$ cat src/rtl/wallace_mac5_stream_if.sv
// Operand/result stream bundle for wallace_mac5_stream.
// master = operand source plus result consumer, slave = the accumulator block.
interface wallace_mac5_stream_if #(
  parameter int ACC_W = 16,
  parameter int CNT_W = 8
);
  logic             in_valid;
  logic             in_ready;
  logic [4:0]       in_x;
  logic [4:0]       in_y;
  logic             in_last;
  logic             out_valid;
  logic             out_ready;
  logic [ACC_W-1:0] out_sum;
  logic [CNT_W-1:0] out_count;
  logic             out_ovf;

  modport master (
    output in_valid, in_x, in_y, in_last, out_ready,
    input  in_ready, out_valid, out_sum, out_count, out_ovf
  );

  modport slave (
    input  in_valid, in_x, in_y, in_last, out_ready,
    output in_ready, out_valid, out_sum, out_count, out_ovf
  );
endinterface

$ cat src/rtl/wallace_mac5_stream.sv
// Streaming saturating dot-product accumulator over 5-bit unsigned operand
// pairs, built around a combinational 5x5 Wallace-tree multiplier.
//
// state | meaning
// ------+---------------------------------------------------------------
// ACC   | accepting operand pairs; in_last moves on to DRAIN
// DRAIN | input closed, waiting for the last term to leave S2
// DONE  | frame result presented, held until out_ready

// 5x5 unsigned multiplier: five partial-product rows reduced by three
// carry-save layers to two rows, then a single carry-propagate add.
module WallaceMul5x5 (
  input  logic [4:0] x,
  input  logic [4:0] y,
  output logic [9:0] p
);
  logic [9:0] r0, r1, r2, r3, r4;
  logic [9:0] s1, c1, s2, c2, s3, c3;

  assign r0 = {5'b0, x & {5{y[0]}}};
  assign r1 = {4'b0, x & {5{y[1]}}, 1'b0};
  assign r2 = {3'b0, x & {5{y[2]}}, 2'b0};
  assign r3 = {2'b0, x & {5{y[3]}}, 3'b0};
  assign r4 = {1'b0, x & {5{y[4]}}, 4'b0};

  // Layer 1: rows 0..2 compressed, rows 3 and 4 pass through.
  assign s1 = r0 ^ r1 ^ r2;
  assign c1 = {(r0[8:0] & r1[8:0]) | (r0[8:0] & r2[8:0]) | (r1[8:0] & r2[8:0]), 1'b0};
  // Layer 2: four rows down to three.
  assign s2 = s1 ^ c1 ^ r3;
  assign c2 = {(s1[8:0] & c1[8:0]) | (s1[8:0] & r3[8:0]) | (c1[8:0] & r3[8:0]), 1'b0};
  // Layer 3: three rows down to two; the product never exceeds 961 so
  // carries out of bit 9 are always zero.
  assign s3 = s2 ^ c2 ^ r4;
  assign c3 = {(s2[8:0] & c2[8:0]) | (s2[8:0] & r4[8:0]) | (c2[8:0] & r4[8:0]), 1'b0};

  assign p = s3 + c3;
endmodule

module wallace_mac5_stream #(
  parameter int ACC_W = 16,
  parameter int CNT_W = 8
) (
  input logic clk,
  input logic rst,
  wallace_mac5_stream_if.slave bus
);
  typedef enum logic [1:0] {ST_ACC, ST_DRAIN, ST_DONE} state_t;

  state_t state, state_next;

  logic             s1_valid, s1_last;
  logic [4:0]       s1_x, s1_y;
  logic             s2_valid, s2_last;
  logic [9:0]       s2_p;
  logic [9:0]       prod;
  logic [ACC_W-1:0] acc, acc_next;
  logic [ACC_W:0]   acc_sum;
  logic [CNT_W-1:0] cnt, cnt_next;
  logic             ovf, ovf_next;
  logic             out_valid, out_ovf;
  logic [ACC_W-1:0] out_sum;
  logic [CNT_W-1:0] out_count;
  logic             in_accept, out_hs, last_term;

  WallaceMul5x5 u_mul (.x(s1_x), .y(s1_y), .p(prod));

  assign bus.in_ready  = (state == ST_ACC);
  assign bus.out_valid = out_valid;
  assign bus.out_sum   = out_sum;
  assign bus.out_count = out_count;
  assign bus.out_ovf   = out_ovf;

  assign in_accept = bus.in_valid & (state == ST_ACC);
  assign out_hs    = (state == ST_DONE) & out_valid & bus.out_ready;
  assign last_term = s2_valid & s2_last;

  // Saturating add: one spare bit catches the wrap, which pins acc at max.
  assign acc_sum  = {1'b0, acc} + (ACC_W+1)'(s2_p);
  assign acc_next = acc_sum[ACC_W] ? {ACC_W{1'b1}} : acc_sum[ACC_W-1:0];
  assign ovf_next = ovf | acc_sum[ACC_W];
  assign cnt_next = (cnt == {CNT_W{1'b1}}) ? cnt : cnt + CNT_W'(1);

  // State register.
  always_ff @(posedge clk) begin
    if (rst) state <= ST_ACC;
    else     state <= state_next;
  end

  // Next-state logic.
  always_comb begin
    state_next = state;
    case (state)
      ST_ACC:   if (in_accept && bus.in_last) state_next = ST_DRAIN;
      ST_DRAIN: if (last_term)                state_next = ST_DONE;
      ST_DONE:  if (out_hs)                   state_next = ST_ACC;
      default:                                state_next = ST_ACC;
    endcase
  end

  // Operand/product pipeline, accumulator and result registers.
  always_ff @(posedge clk) begin
    if (rst) begin
      s1_valid  <= 1'b0;
      s1_last   <= 1'b0;
      s1_x      <= '0;
      s1_y      <= '0;
      s2_valid  <= 1'b0;
      s2_last   <= 1'b0;
      s2_p      <= '0;
      acc       <= '0;
      cnt       <= '0;
      ovf       <= 1'b0;
      out_valid <= 1'b0;
      out_sum   <= '0;
      out_count <= '0;
      out_ovf   <= 1'b0;
    end else begin
      s1_valid <= in_accept;
      if (in_accept) begin
        s1_x    <= bus.in_x;
        s1_y    <= bus.in_y;
        s1_last <= bus.in_last;
      end
      s2_valid <= s1_valid;
      if (s1_valid) begin
        s2_p    <= prod;
        s2_last <= s1_last;
      end
      if (s2_valid) begin
        acc <= acc_next;
        cnt <= cnt_next;
        ovf <= ovf_next;
      end
      if (last_term) begin
        out_valid <= 1'b1;
        out_sum   <= acc_next;
        out_count <= cnt_next;
        out_ovf   <= ovf_next;
      end else if (out_hs) begin
        // Result registers keep the delivered frame until the next one loads.
        out_valid <= 1'b0;
        acc       <= '0;
        cnt       <= '0;
        ovf       <= 1'b0;
      end
    end
  end
endmodule

$ cat src/flat_wrapper.sv
// flat-port wrapper written by rule: the top's interface ports become plain ports
module wallace_mac5_stream_flat 
#(
  parameter int ACC_W = 16,
  parameter int CNT_W = 8
)
  (clk, rst, bus_in_valid, bus_in_x, bus_in_y, bus_in_last, bus_out_ready, bus_in_ready, bus_out_valid, bus_out_sum, bus_out_count, bus_out_ovf);
  wallace_mac5_stream_if #(.ACC_W(ACC_W), .CNT_W(CNT_W)) bus_i ();
  input logic clk;
  input logic rst;
  input wire logic [$bits(bus_i.in_valid)-1:0] bus_in_valid;
  input wire logic [$bits(bus_i.in_x)-1:0] bus_in_x;
  input wire logic [$bits(bus_i.in_y)-1:0] bus_in_y;
  input wire logic [$bits(bus_i.in_last)-1:0] bus_in_last;
  input wire logic [$bits(bus_i.out_ready)-1:0] bus_out_ready;
  output wire logic [$bits(bus_i.in_ready)-1:0] bus_in_ready;
  output wire logic [$bits(bus_i.out_valid)-1:0] bus_out_valid;
  output wire logic [$bits(bus_i.out_sum)-1:0] bus_out_sum;
  output wire logic [$bits(bus_i.out_count)-1:0] bus_out_count;
  output wire logic [$bits(bus_i.out_ovf)-1:0] bus_out_ovf;
  assign bus_i.in_valid = bus_in_valid;
  assign bus_i.in_x = bus_in_x;
  assign bus_i.in_y = bus_in_y;
  assign bus_i.in_last = bus_in_last;
  assign bus_i.out_ready = bus_out_ready;
  assign bus_in_ready = bus_i.in_ready;
  assign bus_out_valid = bus_i.out_valid;
  assign bus_out_sum = bus_i.out_sum;
  assign bus_out_count = bus_i.out_count;
  assign bus_out_ovf = bus_i.out_ovf;
  wallace_mac5_stream #(.ACC_W(ACC_W), .CNT_W(CNT_W)) u_core (.clk(clk), .rst(rst), .bus(bus_i));
endmodule
$ cat config.mk
export PLATFORM = sky130hd
export DESIGN_NAME = wallace_mac5_stream_flat
export DESIGN_NICKNAME = d
export VERILOG_FILES = /design/src/rtl/wallace_mac5_stream_if.sv /design/src/rtl/wallace_mac5_stream.sv /design/src/flat_wrapper.sv
export SDC_FILE = /design/constraint.sdc
export NUM_CORES = 1
export LEC_CHECK = 0
export ABC_AREA = 1
export BUFFER_PORTS_ARGS = -buffer_cell sky130_fd_sc_hd__buf_2
export CORE_ASPECT_RATIO = 1.1
export CORE_MARGIN = 4
export CORE_UTILIZATION = 50
export CTS_CLUSTER_SIZE = 10
export DETAILED_ROUTE_END_ITERATION = 16
export GPL_TIMING_DRIVEN = 0
export PLACE_DENSITY = 0.65
export SLEW_MARGIN = 20
export SYNTH_ARGS = -nofsm -noshare
export SYNTH_HDL_FRONTEND = slang
export SYNTH_SLANG_ARGS = --single-unit
$ cat constraint.sdc
create_clock -name clk -period 6 [get_ports clk]
set_input_delay 1.2 -clock clk [delete_from_list [all_inputs] [get_ports clk]]
set_output_delay 1.2 -clock clk [all_outputs]
set_load 0.005 [all_outputs]
==> results of run 1 <==
through the flow:
step | total power, mW | hold slack (ps) | std cells | setup slack, ps
2_1_floorplan | 0.667 | 446 | 667 | 2810
3_3_place_gp | 0.708 | 451 | 819 | 2540
3_5_place_dp | 0.711 | 453 | 819 | 2500
4_1_cts | 1.10 | 467 | 835 | 2490
5_1_grt | 1.15 | 489 | 835 | 2300
6_report | 1.09 | 463 | 835 | 2540
worst paths after layout:
check                     startpoint                 endpoint
max                   u_core.s1_y[0]           u_core.s2_p[8]
min          u_core.bus.out_count[2]  u_core.bus.out_count[2]
max reg2reg           u_core.s1_y[0]           u_core.s2_p[8]
min reg2reg  u_core.bus.out_count[2]  u_core.bus.out_count[2]
where the power goes:
part / total, mW / switching [mW] / internal, mW
Combinational: 0.139 / 0.0865 / 0.0530
Clock: 0.394 / 0.200 / 0.193
Sequential: 0.559 / 0.0250 / 0.534
Total: 1.09 / 0.312 / 0.781
registers in the layout, summed over array words and instances, names as in the netlist:
signal	cells
u_core.cnt	8
u_core.ovf	1
u_core.s1_x	5
u_core.bus.out_valid	1
u_core.acc	16
u_core.bus.out_count	8
u_core.state	2
u_core.s2_valid	1
u_core.bus.out_sum	16
u_core.s2_last	1
u_core.s1_last	1
u_core.bus.out_ovf	1
u_core.s1_valid	1
u_core.s2_p	10
u_core.s1_y	5
logic make-up after synthesis:
group                    share of synthesized area, %
buffers and inverters                            10.5
adder cells (fa/ha/maj)                          11.4
AO/OA/AOI/OAI                                    12.2
AND/OR/NAND/NOR                                  29.3
XOR/XNOR                                         2.15
flip-flops                                       34.4
routing by layer:
layer / part of all wire [%] / up-vias
li1: - / 2194
met1: 46 / 1957
met2: 46 / 115
met3: 5.5 / 15
met4: 1.8 / 0
met5: 0 / -
critical path: stages (launching register included):
cell,delay [ps]
dfxtp_1,470
nand2_1,120
fa_1,540
inv_1,60
fa_1,500
fa_1,560
ha_1,180
inv_1,60
fa_1,390
o21ai_0,230
xnor2_1,150
a21oi_1,80
cell usage in the layout (no fill, tap or decap), drive strengths merged, types with 3 or more instances in the layout:
cell type and instances:
inv 99, a21oi 40, clkbuf 24, ha 20
fa 13, nand2 148, dfxtp 77, xor2 6
o21ai 55, nor2 124, clkinv 4, nand4 11
clkinvlp 3, a21boi 3, xnor2 5, nand3 34
buf 48, o211ai 3
final cells by class:
cell class | count | area, um^2 | area share, %
clock buffer | 11 | 131 | 2.62
inverter | 102 | 383 | 7.63
clock inverter | 5 | 61.3 | 1.22
tap | 111 | 139 | 2.77
sequential | 77 | 1540 | 30.7
buffer | 20 | 88.8 | 1.77
timing repair buffer | 41 | 205 | 4.09
multi-input combinational | 468 | 2470 | 49.2
==> out/results.txt, run 1 <==
Post-Synthesis Cells - 667
DR iter-0 viols - 190
slew of the pin with the lowest slew margin - 612 ps
PwrDens - 218 nW/um^2
first-pass GRT wire length - 19,200 um
largest area contributor in the netlist - dfxtp_1
Top FF cell, synth - dfxtp_1
met3 Track Usage GR - 2.79%
# rows - 35
syn_area_per_cell - 6.72 um^2
Setup Skew - 13.6 ps
placer's final routability congestion estimate - 0.902
Startpoint Class - flip-flop
Final setup viols - 0
H-tree depth - 3
layout cells sized above 1 - 9.67%
Hold Vio Cnt, Final - 0
final non-filler cell area - 5020 um^2
peak supply drop - 0.121 mV
Post-synth EDFFs - 0
Layout area overhead - 12.0%
Die ar. - 10,500 um^2
Synth Cell Area - 4480 um^2
sequential area share after synthesis - 34.4%
drc violations - 0
top-count cell post-synth - nand2_1
hold_buf cts - 0
vias in the first global route - 4,119
Routed WL per cell - 13.3 um
GR Layer Usage met1 - 29.5%
Final nets - 767
worst skew pair latency - 350 ps
initial antenna violation count - 0
final WL - 11,100 um
CTS tree - done
max_cap viols - 0
buffer depth of the longest clock path - 2
core outline area - 8540 um^2
Pins Over Slew Limit - 0
Ports - 42
utilization after layout - 58.8%
GRT Max-Usage Layer - met2
starting density of the core - 52.5%
top post-synthesis cells by count - 145 x nand2_1, 122 x nor2_1, 99 x inv_1, 77 x dfxtp_1, 51 x o21ai_0
Ant. Diodes - 0
yosys warns - 0
Post-CTS Resized - 0
clk slew on worst S/H paths - 80 ps
total negative slack - 0 ps
Leakage Power - 2.69 nW
Root Driver - clkbuf_8
share of the synthesized area in the top cell type - 34.4%
Net Count, Synth - 715
Worst Hold Depth - 2
largest net degree at the start of global routing - 14
Total GRT Usage - 22.4%
Worst Path Max Fanout - 6
Synth Register Bits - 77
clk sink count - 77
kind of critical path - flip-flop to flip-flop
Post-CTS Setup Bufs - 0
Worst setup EP type - flip-flop
HP Class - flip-flop to flip-flop
unrepaired setup endpoints after global routing - no
relative max-transition margin - 59.2%
height of the chip - 107 um
register-to-register setup slack - 2540 ps
Post-DP Area - 4830 um^2
DR vias/cell - 5.13
total CTS buffers - 9
Vias - 4,281
grt met2 use - 37.8%
Cell variety after synth - 30
CP required - 6220 ps
Worst EP arrival - 3680 ps
gr ovfl total - 0
number of fill cells in the layout - 843
final period demand of the worst path - 3460 ps
die width - 98.3 um
Initial DRT Pass Iterations - 5
status - completed
ys async rst share - 0%
Max Freq - 289 MHz
Final period util - 57.7%
post-DP HPWL - 8520 um
PortBufs - 41
Post-DRT Antenna Nets - 0
Reg2Reg Depth - 11
Synth area leaders - dfxtp_1 34%, nand2_1 12%, nor2_1 10%
(Power assumes the default switching activity.)
==> run 2: changes to the inputs <==
- clock period: 6 -> 3.4 ns (I/O delays scaled with it)
==> run 2 against run 1 <==
Against the previous run:
- total power rose by 77%
- combinational power grew 78%
- largest power group unchanged
- clock skew decreased by 2.9 ps
- critical endpoint unchanged
- count of clock-buffer cells in the layout did not move
==> out/results.txt, run 2 (synthesis gave the netlist of run 1 again) <==
die width - 98.3 um (unchanged)
Pins Over Slew Limit - 0 (unchanged)
dpl cells - 819 (unchanged)
Initial DRT Pass Iterations - 5 (unchanged)
status - completed
most common cell after layout, fill and taps aside - nand2_1
CTS tree - done
Hold Slack - 465 ps (+1.84 ps)
Post-CTS Setup Bufs - 0 (unchanged)
hold_buf cts - 0 (unchanged)
Total GRT Usage - 22.4% (unchanged)
Worst setup EP type - flip-flop
worst skew pair latency - 350 ps (about the same)
Worst EP arrival - 3440 ps (-240 ps)
CP required - 3620 ps (-2600 ps)
Startpoint Class - flip-flop
Layout area overhead - 12.4%
Ports - 42 (unchanged)
Ant. Diodes - 0 (unchanged)
largest net degree at the start of global routing - 14 (unchanged)
DR iter-0 viols - 178 (-6.3%)
Routed WL per cell - 13.3 um (about the same)
Final nets - 767 (unchanged)
Final Worst Setup Slack - 189 ps (-2350 ps)
Post-DP Area - 4830 um^2 (unchanged)
largest registers - u_core.acc (16), u_core.bus.out_sum (16), u_core.s2_p (10)
clk sink count - 77 (unchanged)
Final period util - 94.4% (+37 points)
vias in the first global route - 4,119 (unchanged)
DR vias/cell - 5.14 (+0.16%)
post-DP HPWL - 8520 um (unchanged)
max_cap viols - 0 (unchanged)
Worst Path Max Fanout - 6 (unchanged)
final period demand of the worst path - 3210 ps (-252 ps)
Vias - 4,288 (+0.16%)
PwrDens - 383 nW/um^2 (+76%)
Max Freq - 311 MHz (+7.9%)
H-tree depth - 3 (unchanged)
Die ar. - 10,500 um^2 (unchanged)
Final setup viols - 0 (unchanged)
worst r2r src - u_core.s1_y[0]
Setup WS pre-CTS - -98.5 ps (-2600 ps)
HP Class - flip-flop to flip-flop
Setup Skew - 10.7 ps (-2.89 ps)
utilization after layout - 59.0% (+0.22 points)
buffer depth of the longest clock path - 2 (unchanged)
core outline area - 8540 um^2 (unchanged)
slew of the pin with the lowest slew margin - 628 ps (+15.8 ps)
Leakage Power - 2.70 nW (+0.18%)
total power - 1.93 mW (+77%)
starting density of the core - 52.5% (unchanged)
kind of critical path - flip-flop to flip-flop
first-pass GRT wire length - 19,200 um (unchanged)
hold_sp - u_core.bus.out_count[2]
clk slew on worst S/H paths - 80 ps (about the same)
final WL - 11,100 um (about the same)
Finished Layout Cells - 835 (unchanged)
gr ovfl total - 0 (unchanged)
# rows - 35 (unchanged)
Hold Vio Cnt, Final - 0 (unchanged)
unrepaired setup endpoints after global routing - no
Post-DRT Antenna Nets - 0 (unchanged)
most frequent cells in the layout - 145 x nand2_1, 122 x nor2_1, 99 x inv_1, 71 x dfxtp_1, 50 x o21ai_0
total CTS buffers - 9 (unchanged)
placer's final routability congestion estimate - 0.902 (unchanged)
Root Driver - clkbuf_8
peak supply drop - 0.215 mV (+77%)
relative max-transition margin - 58.1% (-1.1 points)
total negative slack - 0 ps (unchanged)
layout cells sized above 1 - 10.8% (+1.1 points)
final non-filler cell area - 5040 um^2 (+0.37%)
drc violations - 0 (unchanged)
PortBufs - 41 (unchanged)
CP startpoint - u_core.s1_y[0]
height of the chip - 107 um (unchanged)
initial antenna violation count - 0 (unchanged)
-- run 2: worst paths after layout --
check,to,slack [ps],depth (start not counted)
min,u_core.bus.out_count[2],460,2
max,u_core.s2_p[8],190,11
max reg2reg,u_core.s2_p[8],190,11
min reg2reg,u_core.bus.out_count[2],460,2
-- run 2: layout make-up --
type | instances | area (um^2)
Sequential cell | 77 | 1550
Timing Repair Buffer | 41 | 205
Clock inverter | 5 | 61.3
Buffer | 20 | 88.8
Fill cell | 840 | 3500
Clock buffer | 11 | 131
Multi-Input combinational cell | 468 | 2470
Inverter | 102 | 383
Tap cell | 111 | 139
-- run 2: what timing repair did --
| item | in CTS | in global routing |
|---|---|---|
| setup endpoints to repair | 1 | 2 |
| resized for setup | 4 | 7 |
| pin swaps | 0 | 0 |
-- run 2: per-layer routing --
| layer | track usage [%] | part of all wire (%) | up-vias |
|---|---|---|---|
| li1 | - | - | 2195 |
| met1 | 29.5 | 46 | 1957 |
| met2 | 37.8 | 46 | 122 |
| met3 | 2.79 | 5.8 | 14 |
| met4 | 8.29 | 1.8 | 0 |
| met5 | 0 | 0 | - |
-- run 2: critical path, cell delays in order (launching register included) --
cell     delay (ps)
dfxtp_4         390
nand2_1          80
fa_1            530
inv_1            60
fa_1            500
fa_1            560
ha_1            180
inv_1            60
fa_2            360
o21ai_2         150
xnor2_1         140
a21oi_1          80
-- run 2: power breakdown --
part	internal (mW)	switching [mW]
registers	0.944	0.0443
clock network	0.341	0.353
logic	0.0937	0.153
